$ cat src/rtl/fir_mac_sched.sv
// fir_mac_sched: runs a TAPS-tap FIR on one shared pipelined MAC.
// Each accepted sample is written into a circular delay line, then TAPS
// (coef, sample) pairs are issued one per cycle. A tag shift register tracks
// which MAC output slots carry real products; those are summed into acc and
// presented on a valid/ready output stream.
module fir_mac_sched #(
  parameter int TAPS    = 16,
  parameter int B_WIDTH = 12,
  parameter int COEFF_W = 16,
  parameter int C_WIDTH = 12,
  parameter int MAC_LAT = 4,
  parameter int ACC_W   = C_WIDTH + 1 + $clog2(TAPS)
) (
  input  logic                    clock,
  input  logic                    reset,
  input  logic                    coef_we,
  input  logic [$clog2(TAPS)-1:0] coef_addr,
  input  logic [COEFF_W-1:0]      coef_wdata,
  input  logic                    s_valid,
  output logic                    s_ready,
  input  logic [B_WIDTH-1:0]      s_data,
  output logic                    m_valid,
  input  logic                    m_ready,
  output logic [ACC_W-1:0]        m_data,
  output logic                    busy,
  output logic [COEFF_W-1:0]      mac_coeff,
  output logic [B_WIDTH-1:0]      mac_b,
  output logic [C_WIDTH-1:0]      mac_c,
  input  logic [C_WIDTH:0]        mac_p
);
  localparam int AW = $clog2(TAPS);
  localparam logic [1:0] S_IDLE  = 2'd0;
  localparam logic [1:0] S_ISSUE = 2'd1;
  localparam logic [1:0] S_DRAIN = 2'd2;
  localparam logic [1:0] S_OUT   = 2'd3;
  localparam logic [AW-1:0] K_LAST = AW'(TAPS - 1);
  // Tag pattern in the cycle the final product is on mac_p during DRAIN.
  localparam logic [MAC_LAT-1:0] TAG_LAST = MAC_LAT'(1) << (MAC_LAT - 1);

  logic [1:0]         state;
  logic [COEFF_W-1:0] coef [TAPS];
  logic [B_WIDTH-1:0] xbuf [TAPS];
  logic [AW-1:0]      wp, np, k, rd_idx;
  logic [MAC_LAT-1:0] tag;
  logic [ACC_W-1:0]   acc;
  logic [ACC_W-1:0]   p_ext;
  logic               accept;

  assign s_ready = reset && (state == S_IDLE);
  assign accept  = s_valid && s_ready;
  assign busy    = (state != S_IDLE);
  assign m_valid = (state == S_OUT);
  assign m_data  = acc;
  assign mac_c   = '0;
  assign p_ext   = {{(ACC_W-C_WIDTH-1){mac_p[C_WIDTH]}}, mac_p};

  // Oldest-ward tap index (np - k) mod TAPS; also correct for non-power-of-2 TAPS.
  assign rd_idx    = (np >= k) ? (np - k) : (np + AW'(TAPS) - k);
  assign mac_coeff = (state == S_ISSUE) ? coef[k] : '0;
  assign mac_b     = (state == S_ISSUE) ? xbuf[rd_idx] : '0;

  // Sequencer: accept -> issue TAPS taps -> wait for MAC pipe -> present result.
  always_ff @(posedge clock or negedge reset) begin
    if (!reset) begin
      state <= S_IDLE;
      wp    <= '0;
      np    <= '0;
      k     <= '0;
    end else begin
      case (state)
        S_IDLE: if (accept) begin
          np    <= wp;
          wp    <= (wp == K_LAST) ? '0 : wp + 1'b1;
          k     <= '0;
          state <= S_ISSUE;
        end
        S_ISSUE: begin
          k <= k + 1'b1;
          if (k == K_LAST) state <= S_DRAIN;
        end
        S_DRAIN: if (tag == TAG_LAST) state <= S_OUT;
        default: if (m_ready) state <= S_IDLE;
      endcase
    end
  end

  // Tag pipe mirrors MAC latency; only tagged slots are accumulated.
  always_ff @(posedge clock or negedge reset) begin
    if (!reset) begin
      tag <= '0;
      acc <= '0;
    end else begin
      tag <= (tag << 1) | MAC_LAT'(state == S_ISSUE);
      if (accept)              acc <= '0;
      else if (tag[MAC_LAT-1]) acc <= acc + p_ext;
    end
  end

  // Coefficient bank: writes land only while idle, otherwise dropped.
  always_ff @(posedge clock or negedge reset) begin
    if (!reset) begin
      for (int i = 0; i < TAPS; i++) coef[i] <= '0;
    end else if (coef_we && !busy) begin
      coef[coef_addr] <= coef_wdata;
    end
  end

  // Circular delay line: newest sample written at wp.
  always_ff @(posedge clock or negedge reset) begin
    if (!reset) begin
      for (int i = 0; i < TAPS; i++) xbuf[i] <= '0;
    end else if (accept) begin
      xbuf[wp] <= s_data;
    end
  end

endmodule

$ cat config.mk
export PLATFORM = sky130hd
export DESIGN_NAME = fir_mac_sched
export DESIGN_NICKNAME = d
export VERILOG_FILES = /design/src/rtl/fir_mac_sched.sv
export SDC_FILE = /design/constraint.sdc
export NUM_CORES = 1
export LEC_CHECK = 0
export BUFFER_PORTS_ARGS = -buffer_cell sky130_fd_sc_hd__buf_4
export CORE_ASPECT_RATIO = 0.8
export CORE_MARGIN = 2
export CORE_UTILIZATION = 55
export CTS_BUF_LIST = sky130_fd_sc_hd__clkbuf_4 sky130_fd_sc_hd__clkbuf_8
export DETAILED_ROUTE_END_ITERATION = 7
export GPL_TIMING_DRIVEN = 0
export HOLD_SLACK_MARGIN = 0.15
export PLACE_DENSITY = 0.82
export RECOVER_POWER = 100
export SLEW_MARGIN = 20
export SYNTH_ARGS = -nofsm -noshare
export SYNTH_HDL_FRONTEND = slang
export SYNTH_SLANG_ARGS = --single-unit
$ cat constraint.sdc
create_clock -name clock -period 5.53 [get_ports clock]
set_input_delay 1.3825 -clock clock [delete_from_list [all_inputs] [get_ports clock]]
set_output_delay 1.3825 -clock clock [all_outputs]
set_load 0.02 [all_outputs]
==> metrics.csv, run 1 <==
stage,metric,value,unit
yosys,synth-edff-count,0,
critical_path,worstSetupPathType,register to primary output,
sta,rsz0062_at_grt,no,
cells_and_area,area_delta_synth_final,13.4,%
critical_path,critPathRequiredTime,4.15,ns
critical_path,worstPathMaxFanout,19,
critical_path,crit_path_end_kind,primary output,
sta,setup_violations,0,
placement,io_buffers,97,
global_route,grt_max_degree,103,
cells_and_area,fill_cells,2933,
sta,slew_headroom,-62.2,%
placement,dpl.cell_count,2226,
worst_hold_path,min-delay-start,tag[0],
yosys,ys_async_sr_fraction,100,%
drt,drc_errors,0,
clock_tree,clk_pin_slew,0.06,ns
global_route,antenna_found_initial,0,
run_status,violations,"capacitance limit, slew limit",
drt,routed_wirelength,53600,microns
floorplanning,die_h,187,microns
floorplanning,io_pins,110,
critical_path,worst_ep_arrival_time,3.97,ns
yosys,ys_seq_area_share,52.8,%
clock_tree,cts-root-buf,clkbuf_8,
drt,routed_via_density,6.08,
critical_path,startpoint_type,register,
sta,timing.hold.ws,0.376,ns
run_status,outcome,"complete, but fails checks",
yosys,synth-main-ff-cell,dfrtp_1,
sta,period_share,96.8,%
drt,via_count,14400,
sta,worst_pin_slew,2.43,ns
yosys,avgSynthCellArea,14.6,sq um
yosys,synth_top_area_share,52.8,%
clock_tree,clkLatencyLatePin,0.67,ns
placement,place.gp.congestion,0.886,
yosys,ys_warn_count,0,
yosys,ys_ff_latch,483,
clock_tree,clk_path_buf_depth,3,
clock_tree,numCtsBuffers,77,
drt,drt_iter0_markers,1155,
floorplanning,initial_core_util,56.0,%
power_and_ir_drop,vdd_drop_max,405,uV
yosys,synth.area.top_cells,"dfrtp_1 (53%), mux2_2 (21%), mux4_2 (13%)",
critical_path,crit_start,k[1],
sta,hold_viol,0,
clock_tree,cts_tree,built,
cells_and_area,multi_input_area,0.0102,sq mm
global_route,track_usage,25.4,%
global_route,first_global_vias,15200,
floorplanning,dieArea,0.0433,sq mm
drt,wl_per_cell,22.7,microns
floorplanning,core,0.0409,sq mm
drt,drt_pass1_iterations,5,
sta,report.final.slew_viol_count,296,
clock_tree,cts_hold_buf,0,
clock_tree,htree_levels,3,
yosys,synth_top_cell_by_area,dfrtp_1,
sta,finClkSkew,0.0372,ns
drt,ant_nets,0,
yosys,synthCells,1569,
job,max_cap_violations,4,
sta,timing.fmax,187,MHz
power_and_ir_drop,p_per_area,580,mW/mm^2
global_route,grt_pass1_wl,85100,microns
sta,min_period,5.35,ns
placement,hpwlAfterDp,36800,microns
worst_hold_path,min_path_type,register to register,
cells_and_area,seq_area,0.0121,sq mm
clock_tree,clock_sinks,483,
cells_and_area,nNetsFinal,1840,
floorplanning,fp.dieW,232,microns
global_route,grt_overflow,0,
yosys,synth_cell_types,55,
yosys,synth_area,0.0229,sq mm
critical_path,rr_startpoint,state[1],
power_and_ir_drop,p_leak,0.0120,uW
cells_and_area,drive_gt1_share,44.5,%
floorplanning,num_rows,66,
cells_and_area,finalNonFillerCells,2359,
## synthesized netlist by cell type, types with 18 or more instances
library cell  instances
a21oi_1              19
mux2_2              436
dfrtp_1             483
buf_2                43
nand3_1              36
ha_1                 29
o21ai_0              26
and2_1               18
nor2_1               40
and3_1               18
mux4_2              128
nand2_1              88
clkbuf_1             52
## worst paths after layout
path                       slack (ns)  cells past startpoint         to
setup / recovery                 0.18                     10   mac_b[2]
hold / removal                   0.38                      0     tag[1]
setup reg to reg                 1.80                      6  coef[206]
hold reg to reg                  0.38                      0     tag[1]
max in group asynchronous        1.05                      3  xbuf[116]
min in group asynchronous        0.68                      1    coef[2]
## per-layer routing
metal,GRT usage (%),share of wire [%]
met4,8.14,2.5
met3,5.99,6.6
met5,0,0
met1,37.2,45
met2,38.1,46
## cells in the final DEF (no fill, tap or decap), drive strengths merged, types with 26 or more instances in the layout
cell type	Yosys	layout
mux2	448	448
mux4	128	128
clkbuf	53	240
nand3	36	36
ha	29	29
buf	73	102
nor2	40	40
dfrtp	483	483
o21ai	26	26
nand2	88	88
## registers in the layout, indices dropped and copies added, names as in the netlist
signal,count
coef,256
k,4
m_data,17
np,4
state,2
tag,4
wp,4
xbuf,192
## critical path, cell delays in order, from the launching register on
cell,delay [ns]
dfrtp_1,0.43
clkbuf_4,0.41
inv_1,0.17
fa_1,0.58
clkbuf_2,0.34
clkbuf_2,0.39
mux4_2,0.37
nand2_1,0.09
nand3_1,0.14
and3_1,0.23
buf_4,0.15
## power by group
| group | internal (uW) | switching (uW) | total [uW] |
|---|---|---|---|
| clock | 1930 | 1460 | 3390 |
| combinational | 2950 | 3000 | 5950 |
| sequential | 4930 | 783 | 5720 |
## final cells by class
class / count / area share, %
repair buffers: 102 / 2.61
clock buffers: 116 / 5.74
diodes: 1 / 0.00963
clock inverters: 18 / 0.901
well taps: 544 / 2.62
plain buffers: 124 / 2.18
multi-input cells: 959 / 39.2
flip-flops and latches: 483 / 46.5
inverters: 12 / 0.173
## per-stage QoR
stage	util (%)	worst slack, ns	total power (uW)	cell area, sq um	TNS (ns)
floorplan	-	1.17	9840	22900	0
global placement	59.6	-2.57	11400	24300	-1279.64
detailed placement	59.9	-0.236	11800	24500	-1.99
CTS	64.1	0.0158	15200	26200	0
global route	63.5	0.0172	15800	26000	0
finish	63.5	0.178	15100	26000	0
## cells by family after synthesis
logic type                 after synthesis  synth area share [%]
AOI/OAI and AO/OA                       78                  2.13
xor gates and xnor gates                11                 0.421
adders and majority gates               31                  1.76
buffers and inverters                  138                  2.85
DFF                                    483                  52.8
muxes                                  583                  34.9
other                                    1                0.0164
and+or+nand+nor                        244                  5.11
## what timing repair did
item,CTS,global route
gates cloned,0,0
buffers inserted,0,0
endpoints found under the setup margin,12,12
resized for setup,5,1
endpoints found under the hold margin,0,0
Power figures use the tool's default switching activity.
==> run 2: changes to the inputs <==
ABC_AREA = 0   (was default)
CORE_UTILIZATION = 60   (was 55)
PLACE_DENSITY = 0.87   (was 0.82)
==> run 2 against run 1 <==
  * The run still ends with capacitance limit, slew limit left
  * Combinational power rose by 1%
  * Non-clock buffer count grew 1
  * Clock skew down 0.00099 ns
  * Clock power barely moved
  * Die area fell by 8.2%
  * Power rose by 0.74%
  * Critical endpoint is now mac_b[9]
  * Highest routed layer is now met5
==> metrics.csv, run 2 (synthesized netlist as in run 1, its figures left out) <==
stage,metric,value,unit,change
cells_and_area,most-common-layout-cells,"dfrtp_1 (483), mux2_2 (430), mux4_2 (128)",,
drt,routed_wirelength,56200,microns,+4.9%
cells_and_area,drive_gt1_share,43.9,%,-0.61 points
drt,via_count,14800,,+3.4%
sta,finClkSkew,0.0362,ns,-0.000994 ns
clock_tree,clk_pin_slew,0.07,ns,about the same
sta,layout_setup_ws,0.212,ns,+0.0342 ns
job,max_cap_violations,3,,-1
placement,place.gp.congestion,0.903,,+1.9%
critical_path,crit_family,buffers and inverters,,
worst_hold_path,min-delay-start,tag[2],,
power_and_ir_drop,p_per_area,586,mW/mm^2,+1.1%
critical_path,crit_start,k[1],,
critical_path,worst_ep_arrival_time,3.94,ns,-0.03 ns
placement,dpl-instance-area,0.0244,sq mm,-0.29%
clock_tree,htree_levels,3,,unchanged
cells_and_area,nNetsFinal,1839,,-0.054%
placement,hpwlAfterDp,37700,microns,+2.6%
drt,ant_nets,0,,unchanged
sta,report.final.slew_viol_count,193,,-35%
placement,io_buffers,97,,unchanged
global_route,grt_overflow,0,,unchanged
sta,timing.hold.ws,0.375,ns,-0.000989 ns
sta,rsz0062_at_grt,no,,
cells_and_area,largest_reg_flops,256,,unchanged
floorplanning,core,0.0374,sq mm,-8.6%
critical_path,worstPathMaxFanout,19,,unchanged
floorplanning,die_h,179,microns,-4.2%
cells_and_area,regMostFlops,coef,,
sta,min_period,5.32,ns,-0.0342 ns
global_route,antenna_found_initial,1,,+1
sta,setup_violations,0,,unchanged
clock_tree,cts_tree,built,,
critical_path,r2r_slack,1.61,ns,-0.19 ns
clock_tree,clock_sinks,483,,unchanged
clock_tree,clkLatencyLatePin,0.63,ns,-0.04 ns
sta,setup_tns,0,ns,unchanged
sta,period_share,96.2,%,-0.62 points
critical_path,reg2reg_to,coef[203],,
drt,drt_iter0_markers,1330,,+15%
cells_and_area,stdcell_area,0.0259,sq mm,-0.39%
global_route,track_usage,28.9,%,+3.5 points
cells_and_area,antenna_cells,0,,-1
floorplanning,fp.dieW,222,microns,-4.2%
floorplanning,num_rows,63,,-4.5%
critical_path,worstSetupPathType,register to primary output,,
drt,drc_errors,0,,unchanged
floorplanning,initial_core_util,61.3,%,+5.3 points
critical_path,critPathMaxStageDelay,0.56,ns,-0.02 ns
critical_path,crit_path_end_kind,primary output,,
sta,slew_headroom,-57.6,%,+4.6 points
clock_tree,post-cts-setup-buffers,0,,unchanged
sta,timing.fmax,188,MHz,+0.64%
floorplanning,dieArea,0.0398,sq mm,-8.2%
critical_path,r2r_cells,6,,unchanged
cells_and_area,area_delta_synth_final,13.0,%,
worst_hold_path,hold_depth,0,,unchanged
global_route,grt_pass1_wl,87500,microns,+2.8%
critical_path,critPathRequiredTime,4.15,ns,about the same
critical_path,worst-path-buf-inv,5,,unchanged
cells_and_area,final_common_cell,dfrtp_1,,
clock_tree,cts_hold_buf,0,,unchanged
critical_path,rr_startpoint,state[0],,
power_and_ir_drop,p_leak,0.0119,uW,-0.31%
worst_hold_path,min_path_type,register to register,,
clock_tree,clk_path_buf_depth,3,,unchanged
floorplanning,io_pins,110,,unchanged
drt,wl_per_cell,24.5,microns,+7.7%
power_and_ir_drop,power,15200,uW,+0.74%
drt,routed_via_density,6.45,,+6.1%
critical_path,crit_chain,buf_4 > inv_1 > fa_1 > clkbuf_2 > clkbuf_2 > mux4_2 > nand2_1 > nand3_1 > and3_1 > buf_4,,
power_and_ir_drop,vdd_drop_max,431,uV,+6.4%
critical_path,cpMaxStageDelayCell,fa_1,,
cells_and_area,fill_cells,2405,,-18%
run_status,outcome,"complete, but fails checks",,
clock_tree,numCtsBuffers,75,,-2.6%
run_status,violations,"capacitance limit, slew limit",,
drt,drt_pass1_iterations,5,,unchanged
sta,hold_viol,0,,unchanged
critical_path,startpoint_type,register,,
clock_tree,cts-root-buf,clkbuf_8,,
placement,pre_cts_slack,-0.261,ns,-0.0252 ns
worst_hold_path,min_to,tag[3],,
global_route,first_global_vias,15700,,+3.6%
global_route,grt_max_degree,106,,+2.9%
clock_tree,cts_resized,4,,-1
sta,worst_pin_slew,2.36,ns,-0.0689 ns
==> run 2: changes by cell type in the layout (fill, tap and decap cells not counted), sizes merged <==
| cell | delta |
|---|---|
| clkinv | +1 |
| bufinv | +2 |
| diode | -1 |
| clkinvlp | +1 |
| clkbuf | -4 |
| inv | -2 |
==> run 2: stage by stage <==
stage,std cells,utilization (%)
5_1_grt,2299,69.2
3_3_place_gp,2164,65.0
6_report,2299,69.2
3_5_place_dp,2169,65.4
4_1_cts,2299,69.9
2_1_floorplan,1580,-
==> run 2: power by group <==
| group | total (uW) | switching [uW] | internal (uW) |
|---|---|---|---|
| sequential | 5770 | 831 | 4930 |
| clock | 3380 | 1440 | 1940 |
| combinational | 6030 | 3080 | 2950 |
| total | 15200 | 5350 | 9810 |
==> run 2: final cells by class <==
| type | instances | area [sq um] | area share, % |
|---|---|---|---|
| clock buffers | 111 | 1420 | 5.47 |
| inverters | 12 | 45.0 | 0.174 |
| clock inverters | 20 | 285 | 1.10 |
| plain buffers | 125 | 567 | 2.19 |
| multi-input cells | 959 | 10200 | 39.4 |
| flip-flops and latches | 483 | 12100 | 46.7 |
| well taps | 487 | 609 | 2.36 |
| repair buffers | 102 | 674 | 2.61 |
==> run 2: worst max path at each step <==
stage,endpoint,slack (ns),cells after the start
after floorplan,mac_b[10],1.17,10
after global placement,xbuf[7],-2.43,7
after detailed placement,mac_b[9],-0.26,11
after CTS,mac_b[9],0.22,10
after global routing,mac_b[9],0.03,9
final,mac_b[9],0.21,10
==> run 2: routing by layer <==
metal | share of wire [%] | vias up | GRT usage, %
met5 | 0.023 | - | 0
met4 | 2.8 | 2 | 10.7
met3 | 7.3 | 133 | 6.01
met2 | 48 | 699 | 46.1
met1 | 42 | 7841 | 40.0
li1 | - | 6158 | -
==> run 3: changes to the inputs <==
ABC_AREA = 1   (was 0)
CORE_ASPECT_RATIO = 0.5   (was 0.8)
CORE_UTILIZATION = 58   (was 60)
PLACE_DENSITY = 0.88   (was 0.87)
clock period = 4.5 ns   (was 5.53 ns; I/O delays follow)
==> run 3 against run 2 <==
  * Critical path depth increased by 4
  * Critical endpoint is now mac_b[0]
  * Routed wire length grew 28%
  * Largest power group is now registers
  * Critical path type unchanged
  * The flow finishes with violations (capacitance limit, slew limit, setup timing)
  * Sequential power is 25% lower
==> metrics.csv, run 3 <==
stage,metric,value,unit,change
global_route,antenna_found_initial,0,,-1
sta,hold_viol,0,,unchanged
floorplanning,core,0.0394,sq mm,+5.4%
drt,routed_wirelength,71800,microns,+28%
placement,dpl-instance-area,0.0250,sq mm,+2.2%
global_route,grt_max_degree,103,,-2.8%
floorplanning,initial_core_util,59.5,%,-1.8 points
critical_path,worst_ep_arrival_time,3.39,ns,-0.55 ns
power_and_ir_drop,p_seq_share,52.3,%,+14 points
drt,ant_nets,0,,unchanged
drt,routed_via_density,6.01,,-6.9%
global_route,grt_pass1_wl,111000,microns,+27%
floorplanning,fp.dieW,288,microns,+30%
clock_tree,cts_hold_buf,0,,unchanged
yosys,ys_ff_latch,483,,unchanged
yosys,synth.area.top_cells,"dfrtp_1 (52%), o21ai_0 (13%), nand2_1 (12%)",,
cells_and_area,regMostFlops,coef,,
sta,setup_violations,1,,+1
global_route,track_usage,33.9,%,+5.0 points
clock_tree,clk_path_buf_depth,3,,unchanged
yosys,ys_warn_count,0,,unchanged
drt,drt_iter0_markers,3110,,+130%
yosys,synth.most_common_cell,nand2_1,,
drt,via_count,22200,,+50%
cells_and_area,nNetsFinal,3208,,+74%
placement,io_buffers,97,,unchanged
yosys,ys_seq_area_share,51.6,%,-1.2 points
floorplanning,dieArea,0.0421,sq mm,+5.9%
placement,dpl.cell_count,3580,,+65%
floorplanning,die_h,146,microns,-18%
power_and_ir_drop,p_per_area,318,mW/mm^2,-46%
cells_and_area,area_delta_synth_final,11.5,%,
floorplanning,io_pins,110,,unchanged
yosys,synth_cell_types,39,,-29%
power_and_ir_drop,p_switching,1930,uW,-64%
cells_and_area,stdcell_area,0.0261,sq mm,+0.87%
power_and_ir_drop,power,8300,uW,-45%
yosys,avgSynthCellArea,7.97,sq um,-45%
power_and_ir_drop,vdd_drop_max,222,uV,-49%
sta,period_share,100,%,
critical_path,critPathRequiredTime,3.38,ns,-0.77 ns
job,max_cap_violations,1,,-2
sta,slew_headroom,-43.4,%,+14 points
power_and_ir_drop,internal-power,6360,uW,-35%
clock_tree,clock_sinks,483,,unchanged
critical_path,worstSetupPathType,register to primary output,,
yosys,synth_top_cell_by_area,dfrtp_1,,
critical_path,r2r_cells,9,,+3
power_and_ir_drop,pwr-share-clk,44.2,%,+22 points
floorplanning,num_rows,51,,-19%
critical_path,worstSetupEndpoint,mac_b[0],,
cells_and_area,antenna_cells,0,,unchanged
sta,layout_setup_ws,-0.0112,ns,-0.223 ns
yosys,ys_top_cells_by_count,"nand2_1 (759), o21ai_0 (597), dfrtp_1 (483)",,
power_and_ir_drop,pwr-share-comb,3.5,%,-36 points
sta,min_period,4.51,ns,
sta,setup_tns,-0.0112,ns,-0.0112 ns
global_route,grt_overflow,0,,unchanged
drt,drc_errors,0,,unchanged
power_and_ir_drop,swShare,23.3,%,-12 points
sta,worst_pin_slew,2.15,ns,-0.213 ns
yosys,synth_area,0.0234,sq mm,+2.2%
clock_tree,htree_levels,3,,unchanged
cells_and_area,fill_cells,3134,,+30%
power_and_ir_drop,p_leak,0.0127,uW,+6.5%
clock_tree,clkLatencyLatePin,0.66,ns,+0.03 ns
clock_tree,clk_pin_slew,0.07,ns,about the same
cells_and_area,final_common_cell,nand2_1,,
yosys,synth-main-ff-cell,dfrtp_1,,
clock_tree,cts-root-buf,clkbuf_8,,
run_status,outcome,"complete, but fails checks",,
critical_path,crit_start,k[1],,
clock_tree,numCtsBuffers,69,,-8.0%
cells_and_area,finalNonFillerCells,3703,,+61%
critical_path,r2r_slack,1.22,ns,-0.39 ns
critical_path,startpoint_type,register,,
yosys,synth-edff-count,0,,unchanged
sta,timing.fmax,222,MHz,
clock_tree,cts_tree,built,,
cells_and_area,largest_reg_flops,256,,unchanged
critical_path,reg2reg_to,xbuf[165],,
sta,report.final.slew_viol_count,86,,-55%
sta,finClkSkew,0.0509,ns,+0.0148 ns
drt,drt_pass1_iterations,7,,+2
yosys,ys_async_sr_fraction,100,%,unchanged
global_route,first_global_vias,21200,,+35%
critical_path,worstPathMaxFanout,10,,-9
placement,hpwlAfterDp,49200,microns,+30%
critical_path,crit_path_end_kind,primary output,,
yosys,synth_top_area_share,51.6,%,-1.2 points
yosys,synthCells,2938,,+87%
placement,place.gp.congestion,1.02,,+13%
critical_path,rr_startpoint,state[0],,
cells_and_area,drive_gt1_share,9.71,%,-34 points
cells_and_area,post-route-util,66.3,%,-3.0 points
cells_and_area,most-common-layout-cells,"nand2_1 (761), o21ai_0 (597), dfrtp_1 (482)",,
run_status,violations,"capacitance limit, slew limit, setup timing",,
drt,wl_per_cell,19.4,microns,-21%
worst_hold_path,min_path_type,register to register,,
-- run 3: kinds of logic (layout without fill, tap and decap cells) --
kind of cell,Yosys count,in the layout,share of synthesized area [%]
xor+xnor,5,5,0.219
fa+ha+maj,31,31,1.72
compound gates,839,839,18.6
other cells,1,12,0.0160
flops,483,483,51.6
buf+inv,401,625,7.50
simple gates,1178,1178,20.3
-- run 3: metal layers --
metal | GRT usage, % | vias up | part of all wire (%)
met3 | 8.50 | 365 | 11
met4 | 20.6 | 0 | 6.3
li1 | - | 9903 | -
met2 | 53.0 | 1431 | 46
met5 | 0 | - | 0
met1 | 42.9 | 10500 | 37
-- run 3: worst min path at each step --
stage,start,endpoint,cells past startpoint
CTS,tag[2],tag[3],0
detailed placement,tag[2],tag[3],0
finish,tag[2],tag[3],0
global placement,tag[1],tag[2],0
floorplan,tag[2],tag[3],0
global route,tag[1],tag[2],0
-- run 3: through the flow --
stage	worst slack, ns	hold slack, ns
6_report	-0.0112	0.387
5_1_grt	-0.0388	0.391
4_1_cts	0.0114	0.388
3_5_place_dp	0.194	0.355
3_3_place_gp	-2.90	0.361
2_1_floorplan	0.975	0.349
-- run 3: what timing repair did --
item / 4_1_cts / 5_1_grt
setup buffers: 0 / 7
resized for setup: 23 / 25
pin swaps: 2 / 6
gates cloned: 0 / 0
setup endpoints to repair: 12 / 12
-- run 3: critical path: stages (launching register included) --
cell	delay [ns]
dfrtp_1	0.36
buf_6	0.15
clkinvlp_4	0.16
buf_8	0.18
fa_2	0.61
inv_1	0.09
buf_6	0.16
buf_6	0.14
a21oi_1	0.16
o21ai_1	0.09
nand2_1	0.11
nand2_1	0.08
a21oi_2	0.18
nor2_1	0.10
buf_4	0.17
-- run 3: power groups by stage --
stage / clock (uW) / sequential (uW) / combinational, uW
4_1_cts: 3660 / 4340 / 291
3_3_place_gp: 0 / 4420 / 273
5_1_grt: 3880 / 4340 / 311
2_1_floorplan: 0 / 4420 / 77.9
3_5_place_dp: 0 / 4420 / 291
6_report: 3660 / 4340 / 291
-- run 3: cell type report --
cell class | instances | area [sq um] | area share [%]
timing repair buffer | 108 | 737 | 2.82
tap | 530 | 663 | 2.54
multi-input combinational | 2065 | 9480 | 36.3
clock inverter | 9 | 72.6 | 0.278
clock buffer | 108 | 1360 | 5.19
buffer | 200 | 946 | 3.62
inverter | 200 | 759 | 2.91
sequential | 483 | 12100 | 46.3
